[config.mk]
export PLATFORM = sky130hd
export DESIGN_NAME = cmd_bus_encoder
export DESIGN_NICKNAME = d
export VERILOG_FILES = /design/src/rtl/cmd_bus_encoder.sv
export SDC_FILE = /design/constraint.sdc
export NUM_CORES = 1
export LEC_CHECK = 0
export ABC_AREA = 1
export BUFFER_PORTS_ARGS = -buffer_cell sky130_fd_sc_hd__buf_2
export CORE_MARGIN = 1
export CORE_UTILIZATION = 30
export DETAILED_ROUTE_END_ITERATION = 16
export PLACE_DENSITY = 0.42
export SYNTH_ARGS = -nofsm -noshare
export SYNTH_HDL_FRONTEND = slang
export SYNTH_SLANG_ARGS = --single-unit
[constraint.sdc]
create_clock -name clk -period 3.9 [get_ports clk]
set_clock_uncertainty 0.15 [all_clocks]
set_input_delay 0 -clock clk [delete_from_list [all_inputs] [get_ports clk]]
set_output_delay 0 -clock clk [all_outputs]
set_load 0.05 [all_outputs]
[src/rtl/cmd_bus_encoder.sv]
// ---------------------------------------------------------------------------
// cmd_bus_encoder
//   Serialises one high-level command per valid/ready handshake onto the
//   3-bit command bus (c_bus -> C2..C0) with strobe c_clk. The receiver
//   samples c_bus on the falling c_clk edge through long input filters, so
//   every symbol is framed as SETUP (bus stable, strobe low), HIGH (strobe
//   high) and HOLD (strobe low, bus still stable). A GAP follows the last
//   symbol of each command.
//
// Ports
//   clk        system clock
//   rst        asynchronous, active-high reset
//   cmd_valid  command request (held by upstream until cmd_ready)
//   cmd_ready  encoder idle; accept on cmd_valid & cmd_ready
//   cmd_op     0 PAUSE,1 PLUS,2 MINUS,3 BALLAST_P,4 BALLAST_N,5 START,
//              6 SHUTDOWN,7 DISCHARGE
//   cmd_arg    DISCHARGE final symbol: 0 -> 1, 1 -> 3
//   c_bus      symbol bus
//   c_clk      strobe, receiver samples on its falling edge
//   busy       ~cmd_ready
//   done       one-cycle pulse when a command (including its gap) completes
// ---------------------------------------------------------------------------
module cmd_bus_encoder #(
   parameter int T_SETUP = 64,
   parameter int T_HIGH  = 128,
   parameter int T_HOLD  = 64,
   parameter int T_GAP   = 256
) (
   input  logic       clk,
   input  logic       rst,
   input  logic       cmd_valid,
   output logic       cmd_ready,
   input  logic [2:0] cmd_op,
   input  logic       cmd_arg,
   output logic [2:0] c_bus,
   output logic       c_clk,
   output logic       busy,
   output logic       done
);

   if (T_SETUP < 32 || T_HIGH < 32 || T_HOLD < 32 || T_GAP < 1) begin : g_param_err
      $error("cmd_bus_encoder: timing parameter below its minimum");
   end

   localparam int TMAX_A = (T_SETUP > T_HIGH) ? T_SETUP : T_HIGH;
   localparam int TMAX_B = (T_HOLD > T_GAP) ? T_HOLD : T_GAP;
   localparam int TMAX   = (TMAX_A > TMAX_B) ? TMAX_A : TMAX_B;
   localparam int TW     = $clog2(TMAX) + 1;

   localparam logic [2:0] OP_PAUSE     = 3'd0;
   localparam logic [2:0] OP_START     = 3'd5;
   localparam logic [2:0] OP_DISCHARGE = 3'd7;

   typedef enum logic [2:0] {
      S_IDLE,
      S_SETUP,
      S_HIGH,
      S_HOLD,
      S_GAP
   } state_t;

   // Symbol idx of a command. The single-symbol ops transmit their own code.
   function automatic logic [2:0] sym_of(input logic [2:0] op, input logic arg,
                                         input logic [2:0] idx);
      logic [2:0] s;
      s = op;
      case (op)
         OP_PAUSE: s = 3'd0;
         OP_START: s = (idx == 3'd0) ? 3'd5 : 3'd0;
         OP_DISCHARGE: begin
            case (idx)
               3'd0, 3'd2: s = 3'd7;
               3'd1, 3'd3: s = 3'd0;
               default:    s = arg ? 3'd3 : 3'd1;
            endcase
         end
         default: s = op;
      endcase
      return s;
   endfunction

   function automatic logic [2:0] len_of(input logic [2:0] op);
      logic [2:0] n;
      case (op)
         OP_PAUSE, OP_START: n = 3'd2;
         OP_DISCHARGE:       n = 3'd5;
         default:            n = 3'd1;
      endcase
      return n;
   endfunction

   state_t          state_q, state_d;
   logic [TW-1:0]   timer_q, timer_d;
   logic [2:0]      idx_q, idx_d;
   logic [2:0]      len_q, len_d;
   logic [2:0]      op_q, op_d;
   logic            arg_q, arg_d;
   logic [2:0]      c_bus_q, c_bus_d;
   logic            c_clk_q, c_clk_d;
   logic            rdy_q, rdy_d;
   logic            busy_q, busy_d;
   logic            done_q, done_d;
   logic            tick;

   // Down-counter expires when it is decremented from 1.
   assign tick = (timer_q == TW'(1));

   always_comb begin
      state_d = state_q;
      timer_d = timer_q;
      idx_d   = idx_q;
      len_d   = len_q;
      op_d    = op_q;
      arg_d   = arg_q;
      c_bus_d = c_bus_q;
      c_clk_d = c_clk_q;
      rdy_d   = rdy_q;
      done_d  = 1'b0;

      case (state_q)
         S_IDLE: begin
            if (cmd_valid && rdy_q) begin
               op_d    = cmd_op;
               arg_d   = cmd_arg;
               len_d   = len_of(cmd_op);
               idx_d   = 3'd0;
               c_bus_d = sym_of(cmd_op, cmd_arg, 3'd0);
               timer_d = TW'(T_SETUP);
               rdy_d   = 1'b0;
               state_d = S_SETUP;
            end
         end
         S_SETUP: begin
            timer_d = timer_q - TW'(1);
            if (tick) begin
               c_clk_d = 1'b1;
               timer_d = TW'(T_HIGH);
               state_d = S_HIGH;
            end
         end
         S_HIGH: begin
            timer_d = timer_q - TW'(1);
            if (tick) begin
               c_clk_d = 1'b0;
               timer_d = TW'(T_HOLD);
               state_d = S_HOLD;
            end
         end
         S_HOLD: begin
            timer_d = timer_q - TW'(1);
            if (tick) begin
               if (idx_q == len_q - 3'd1) begin
                  timer_d = TW'(T_GAP);
                  state_d = S_GAP;
               end else begin
                  idx_d   = idx_q + 3'd1;
                  c_bus_d = sym_of(op_q, arg_q, idx_q + 3'd1);
                  timer_d = TW'(T_SETUP);
                  state_d = S_SETUP;
               end
            end
         end
         S_GAP: begin
            timer_d = timer_q - TW'(1);
            if (tick) begin
               done_d  = 1'b1;
               rdy_d   = 1'b1;
               state_d = S_IDLE;
            end
         end
         default: begin
            rdy_d   = 1'b1;
            c_clk_d = 1'b0;
            state_d = S_IDLE;
         end
      endcase

      busy_d = ~rdy_d;
   end

   // Reset drops the strobe immediately; the receiver never sees the final
   // falling edge of an interrupted command and discards it.
   always_ff @(posedge clk or posedge rst) begin
      if (rst) begin
         state_q <= S_IDLE;
         timer_q <= '0;
         idx_q   <= '0;
         len_q   <= '0;
         op_q    <= '0;
         arg_q   <= 1'b0;
         c_bus_q <= '0;
         c_clk_q <= 1'b0;
         rdy_q   <= 1'b1;
         busy_q  <= 1'b0;
         done_q  <= 1'b0;
      end else begin
         state_q <= state_d;
         timer_q <= timer_d;
         idx_q   <= idx_d;
         len_q   <= len_d;
         op_q    <= op_d;
         arg_q   <= arg_d;
         c_bus_q <= c_bus_d;
         c_clk_q <= c_clk_d;
         rdy_q   <= rdy_d;
         busy_q  <= busy_d;
         done_q  <= done_d;
      end
   end

   assign cmd_ready = rdy_q;
   assign busy      = busy_q;
   assign done      = done_q;
   assign c_bus     = c_bus_q;
   assign c_clk     = c_clk_q;

endmodule

Word-level counts from Yosys, hierarchy flattened
Index checks and enable logic that the tools add are counted.

operators by class
  reductions and logical operators = 17
  equality and inequality tests = 19
  bitwise operators = 2
  muxes and demuxes = 35
  $add $sub $neg = 3

operators by type and width
  kind                                                                   number
  9-bit two-way mux                                                      5
  9-bit case mux with 5 select lines                                     1
  3-bit two-way mux                                                      13
  3-bit case mux with 2 select lines                                     4
  3-bit case mux with 3 select lines                                     2
  3-bit equality test, second input constant                             5
  3-bit case mux with 5 select lines                                     1
  3-bit by 2-bit equality test with 1-bit output, second input constant  4
  3-bit logical NOT                                                      4
  2-bit inequality test, second input constant                           6
  9-bit by 1-bit equality test with 1-bit output, second input constant  1
  9-bit by 1-bit subtractor with 9-bit output, second input constant     1
  3-bit by 1-bit equality test with 1-bit output, second input constant  2
  1-bit two-way mux                                                      6
  1-bit case mux with 3 select lines                                     2
  2-bit OR reduction                                                     3
  3-bit OR reduction                                                     2
  5-bit AND reduction                                                    1
  5-bit nonzero test                                                     1
  2-bit AND reduction                                                    2
  4-bit AND reduction                                                    1
  3-bit by 1-bit adder with 3-bit output, second input constant          1
  3-bit equality test                                                    1
  3-bit AND reduction                                                    1
  other kinds (5)                                                        6

storage, ports and cells
  register bits = 29
  output and inout port bits = 7

Longest topological paths before layout
  depth in word-level cells = 8
  gate-level depth with buffers = 13

Worst setup path after synthesis
OpenSTA, ideal clock, no wires.

  path type = reg-to-reg
  start = register rdy_q, in the netlist cmd_ready
  end = register c_bus_q[0], in the netlist c_bus[0]
  required time = 3.632 ns
  cell stages (with the launch flop) = 8
  period minus slack after synthesis = 1.717 ns
  buffers on the path = 0
  library setup time = 0.118 ns
  arrival time = 1.449 ns
  setup slack = 2.183 ns
  path through = dfstp_2 nand2_1 nand3_2 inv_2 a21oi_4 nand2_4 nand2_1 nand2_1

between the ends
  longest elaborated chain between the ends = 3

RTL lines
  what                                    RTL line  source
  start: declaration                      100       logic rdy_q, rdy_d;
  start signal: assignment                205       rdy_q <= rdy_d;
  1-bit logical AND                       122       if (cmd_valid && rdy_q) begin
  2-bit inequality test (no source line)  --
  4-bit AND reduction (no source line)    --
  end signal: assignment                  203       c_bus_q <= c_bus_d;
  end: declaration                        98        logic [2:0] c_bus_q, c_bus_d;

Every way passes these cells.
A chain may end at the register's enable or synchronous reset.

Worst setup path in the final report
  start = register idx_q[0]
  end = register c_bus_q[0], in the netlist c_bus[0]

between the ends
  longest elaborated chain between the ends = 8

RTL lines
  what                                                                          RTL line  source
  start: declaration                                                            94        logic [2:0] idx_q, idx_d;
  start signal: assignment                                                      199       idx_q <= idx_d;
  3-bit by 1-bit adder with 3-bit output                                        157       c_bus_d = sym_of(op_q, arg_q, idx_q + 3'd1);
  3-bit by 1-bit equality test with 1-bit output, or another cell as far along  71        case (idx)
  2-bit OR reduction                                                            71
  3-bit case mux with 2 select lines                                            71
  3-bit case mux with 3 select lines                                            67        case (op)
  3-bit two-way mux                                                             152       if (idx_q == len_q - 3'd1) begin
  3-bit two-way mux                                                             151       if (tick) begin
  3-bit case mux with 2 select lines                                            120       case (state_q)

Parallel ways exist; a longest one is shown, timed or not. The select of a mux whose other input is x is not followed.

==> impl_metrics.py <==
metrics = {
    "status": {
        "status": "completed",
    },
    "setup_path": {
        "reg2reg_from": "idx_q[0]",
        "path_depth": 10,
        "cpMaxStageDelayCell": "dfrtp_1",
        "critPathMaxStageDelay_ns": 0.45,
        "path_buf_inv": 1,
        "cp_max_fo": 6,
        "required_ns": 3.92,
        "endpoint_kind": "flip-flop",
        "cp_top_family": "adder cells",
        "crit_path_start_kind": "flip-flop",
        "critPathMostFrequentCell": "nand2_1",
        "crit_type": "reg2reg",
        "worstPathArrival_ns": 1.90,
        "regToRegSetupSlack_ns": 2.02,
        "cp_cell_sequence": "ha_1, ha_1, inv_1, o21ai_0, nand2_1, nand2_1, nand2_1, o21ai_0, nand3_1, nand2_1",
        "r2r-end": "c_bus[0]",
        "rr_worst_depth": 10,
    },
    "die": {
        "die_y_um": 80.2,
        "start_util_pct": 31.0,
        "die_w_um": 80.2,
        "row_count": 28,
        "core_sq_mm": 0.00592,
        "io_pins": 14,
        "die-area_sq_mm": 0.00644,
    },
    "yosys": {
        "syn_avg_cell_area_sq_um": 7.78,
        "synth_cell_types": 32,
        "ys_warn_count": 0,
        "yosysSeqAreaShare_pct": 39.6,
        "postSynthRegisterBits": 29,
        "netlist_area_sq_mm": 0.00184,
        "ys.flop_type": "dfrtp_1",
        "synth_nets": 251,
        "synthArstFlopShare_pct": 100,
        "synth_edf_count": 0,
        "netlist_instances": 236,
    },
    "cells_and_area": {
        "final_cell_area_sq_mm": 0.00216,
        "nets": 278,
        "antennaDiodeCount": 0,
        "layout-drive-gt1-share_pct": 21.6,
        "areaGrowthSynthToFinish_pct": 17.9,
    },
    "timing": {
        "fmax_ghz": 0.532,
        "relSlewSlack_pct": 66.7,
        "hold_viol": 0,
        "finalMaxSlewViolations": 0,
        "fin_crit_ns": 1.88,
        "rsz0062_at_grt": "no",
        "finalCritPeriodShare_pct": 48.2,
        "worst_pin_slew_ns": 0.495,
        "fin_setup_tns_ns": 0,
        "setup_violations": 0,
    },
    "clock_network": {
        "clockBufferDepth": 2,
        "cts.htree.levels": 2,
        "cts_tree": "done",
        "post_cts_buffers": 0,
        "cts_root_buffer": "clkbuf_8",
        "clock-sinks": 29,
        "clk_pin_slew_ns": 0.07,
        "clock_latency_ns": 0.28,
        "cts_made_buffers": 5,
    },
    "detailed_routing": {
        "antenna_left": 0,
        "postRouteWirelength_um": 4180,
        "drt_iter0_markers": 44,
        "drt-wirelength-per-cell_um": 12.3,
        "vias": 1546,
        "drt-pass1-iter-count": 6,
        "vias_per_cell": 4.56,
        "drc": 0,
    },
    "job": {
        "maxCapViolations": 0,
    },
    "power": {
        "power_density_mw_per_mm2": 842,
        "power_leakage_nw": 1.12,
        "vdd.ir_drop.worst_uv": 392,
    },
    "placed_design": {
        "place_congestion": 0.754,
        "port_buffers": 13,
        "hpwl_um": 3150,
        "dpl-instance-area_sq_mm": 0.00200,
    },
    "grt": {
        "grt_usage_pct": 15.5,
        "overflow": 0,
        "grt_pass1_vias": 1528,
        "grt_max_degree": 22,
        "antenna_found_initial": 0,
        "grt_first_pass_wirelength_um": 7430,
    },
    "hold_path": {
        "min_path_type": "in2async",
    },
}
-- kinds of logic (layout without fill, tap and decap cells) --
logic type / Yosys count / after routing / share of synthesized area (%)
AOI/OAI and AO/OA: 30 / 30 / 10.8
DFF: 29 / 29 / 39.6
adders and majority gates: 8 / 8 / 5.45
xor gates and xnor gates: 4 / 4 / 1.91
and+or+nand+nor: 126 / 126 / 33.9
buffers and inverters: 39 / 67 / 8.38
-- synthesized netlist by cell type (2+ instances only) --
| library cell | instances | share of area (%) |
|---|---|---|
| a21oi_1 | 4 | 1.1 |
| dfrtp_1 | 28 | 38 |
| ha_1 | 8 | 5.5 |
| inv_1 | 31 | 6.3 |
| inv_2 | 6 | 1.2 |
| nand2_1 | 66 | 13 |
| nand2_2 | 3 | 1.0 |
| nand2_4 | 8 | 4.9 |
| nand3_1 | 22 | 6.0 |
| nor2_1 | 14 | 2.9 |
| nor2_2 | 4 | 1.4 |
| nor2_4 | 3 | 1.8 |
| nor3_1 | 2 | 0.55 |
| o21ai_0 | 14 | 3.8 |
| o21ai_1 | 2 | 0.55 |
| o21ai_2 | 2 | 0.95 |
| o22ai_1 | 2 | 0.68 |
| xor2_1 | 3 | 1.4 |
-- metrics by stage --
| stage | hold WS [ns] | utilization, % | worst slack [ns] | power (mW) | instances |
|---|---|---|---|---|---|
| final | 0.0996 | 36.5 | 2.02 | 1.82 | 339 |
| after global routing | 0.153 | 36.5 | 1.88 | 2.01 | 339 |
| after CTS | 0.120 | 36.5 | 1.99 | 1.85 | 339 |
| after detailed placement | -0.116 | 33.8 | 2.01 | 1.55 | 325 |
| after global placement | -0.128 | 33.8 | 1.99 | 1.56 | 325 |
| after floorplan | -0.0726 | - | 2.18 | 1.33 | 236 |
-- tightest hold or removal path, stage by stage --
cell and delay, ns:
dlygate4sd3_1 0.53, buf_2 0.12, inv_1 0.31
-- layout make-up --
| cell class | count | area [sq um] |
|---|---|---|
| fillers | 636 | 3760 |
| multi-input cells | 168 | 955 |
| flip-flops and latches | 29 | 727 |
| inverters | 39 | 154 |
| repair buffers | 20 | 133 |
| clock buffers | 7 | 96.3 |
| well taps | 75 | 93.8 |
| clock inverters | 1 | 5.00 |
-- placed cells by master, fill, tap and decap left out, drive strengths merged, types with 3 or more instances in the layout --
| master | n |
|---|---|
| o21ai | 18 |
| dlygate4sd3 | 6 |
| nor2 | 21 |
| ha | 8 |
| xor2 | 3 |
| nor3 | 3 |
| buf | 14 |
| nand2 | 77 |
| dfrtp | 28 |
| inv | 39 |
| o22ai | 3 |
| clkbuf | 7 |
| a21oi | 6 |
| nand3 | 23 |
-- how the worst max path moves through the flow --
| stage | start | end | slack [ns] |
|---|---|---|---|
| after global routing | idx_q[0] | c_bus[0] | 1.88 |
| after detailed placement | idx_q[0] | c_bus[0] | 2.01 |
| after global placement | idx_q[0] | c_bus[0] | 1.99 |
| after floorplan | cmd_ready | c_bus[0] | 2.18 |
| final | idx_q[0] | c_bus[0] | 2.02 |
| after CTS | idx_q[0] | c_bus[0] | 1.99 |
-- metal layers --
layer  part of all wire, %  up-vias  GRT usage [%]
met1                    52      721           20.5
li1                      -      804              -
met4                   1.4        0           5.89
met2                    45       16           24.6
met3                   2.3        5           3.30
met5                     0        -              0
-- state kept, by name, summed over array words and instances, names as in the netlist --
register	count
timer_q	9
idx_q	3
busy	1
done	1
cmd_ready	1
c_bus	3
c_clk	1
state_q	3
op_q	3
arg_q	1
len_q	3
-- power by group --
part	internal (mW)	switching, mW
Sequential	0.427	0.0902
Combinational	0.327	0.694
Clock	0.160	0.124
-- what timing repair did --
item | in CTS | in global routing
gates resized for setup | 0 | 0
endpoints found under the hold margin | 19 | 0
hold buffers | 6 | 0
(Power assumes the default switching activity.)
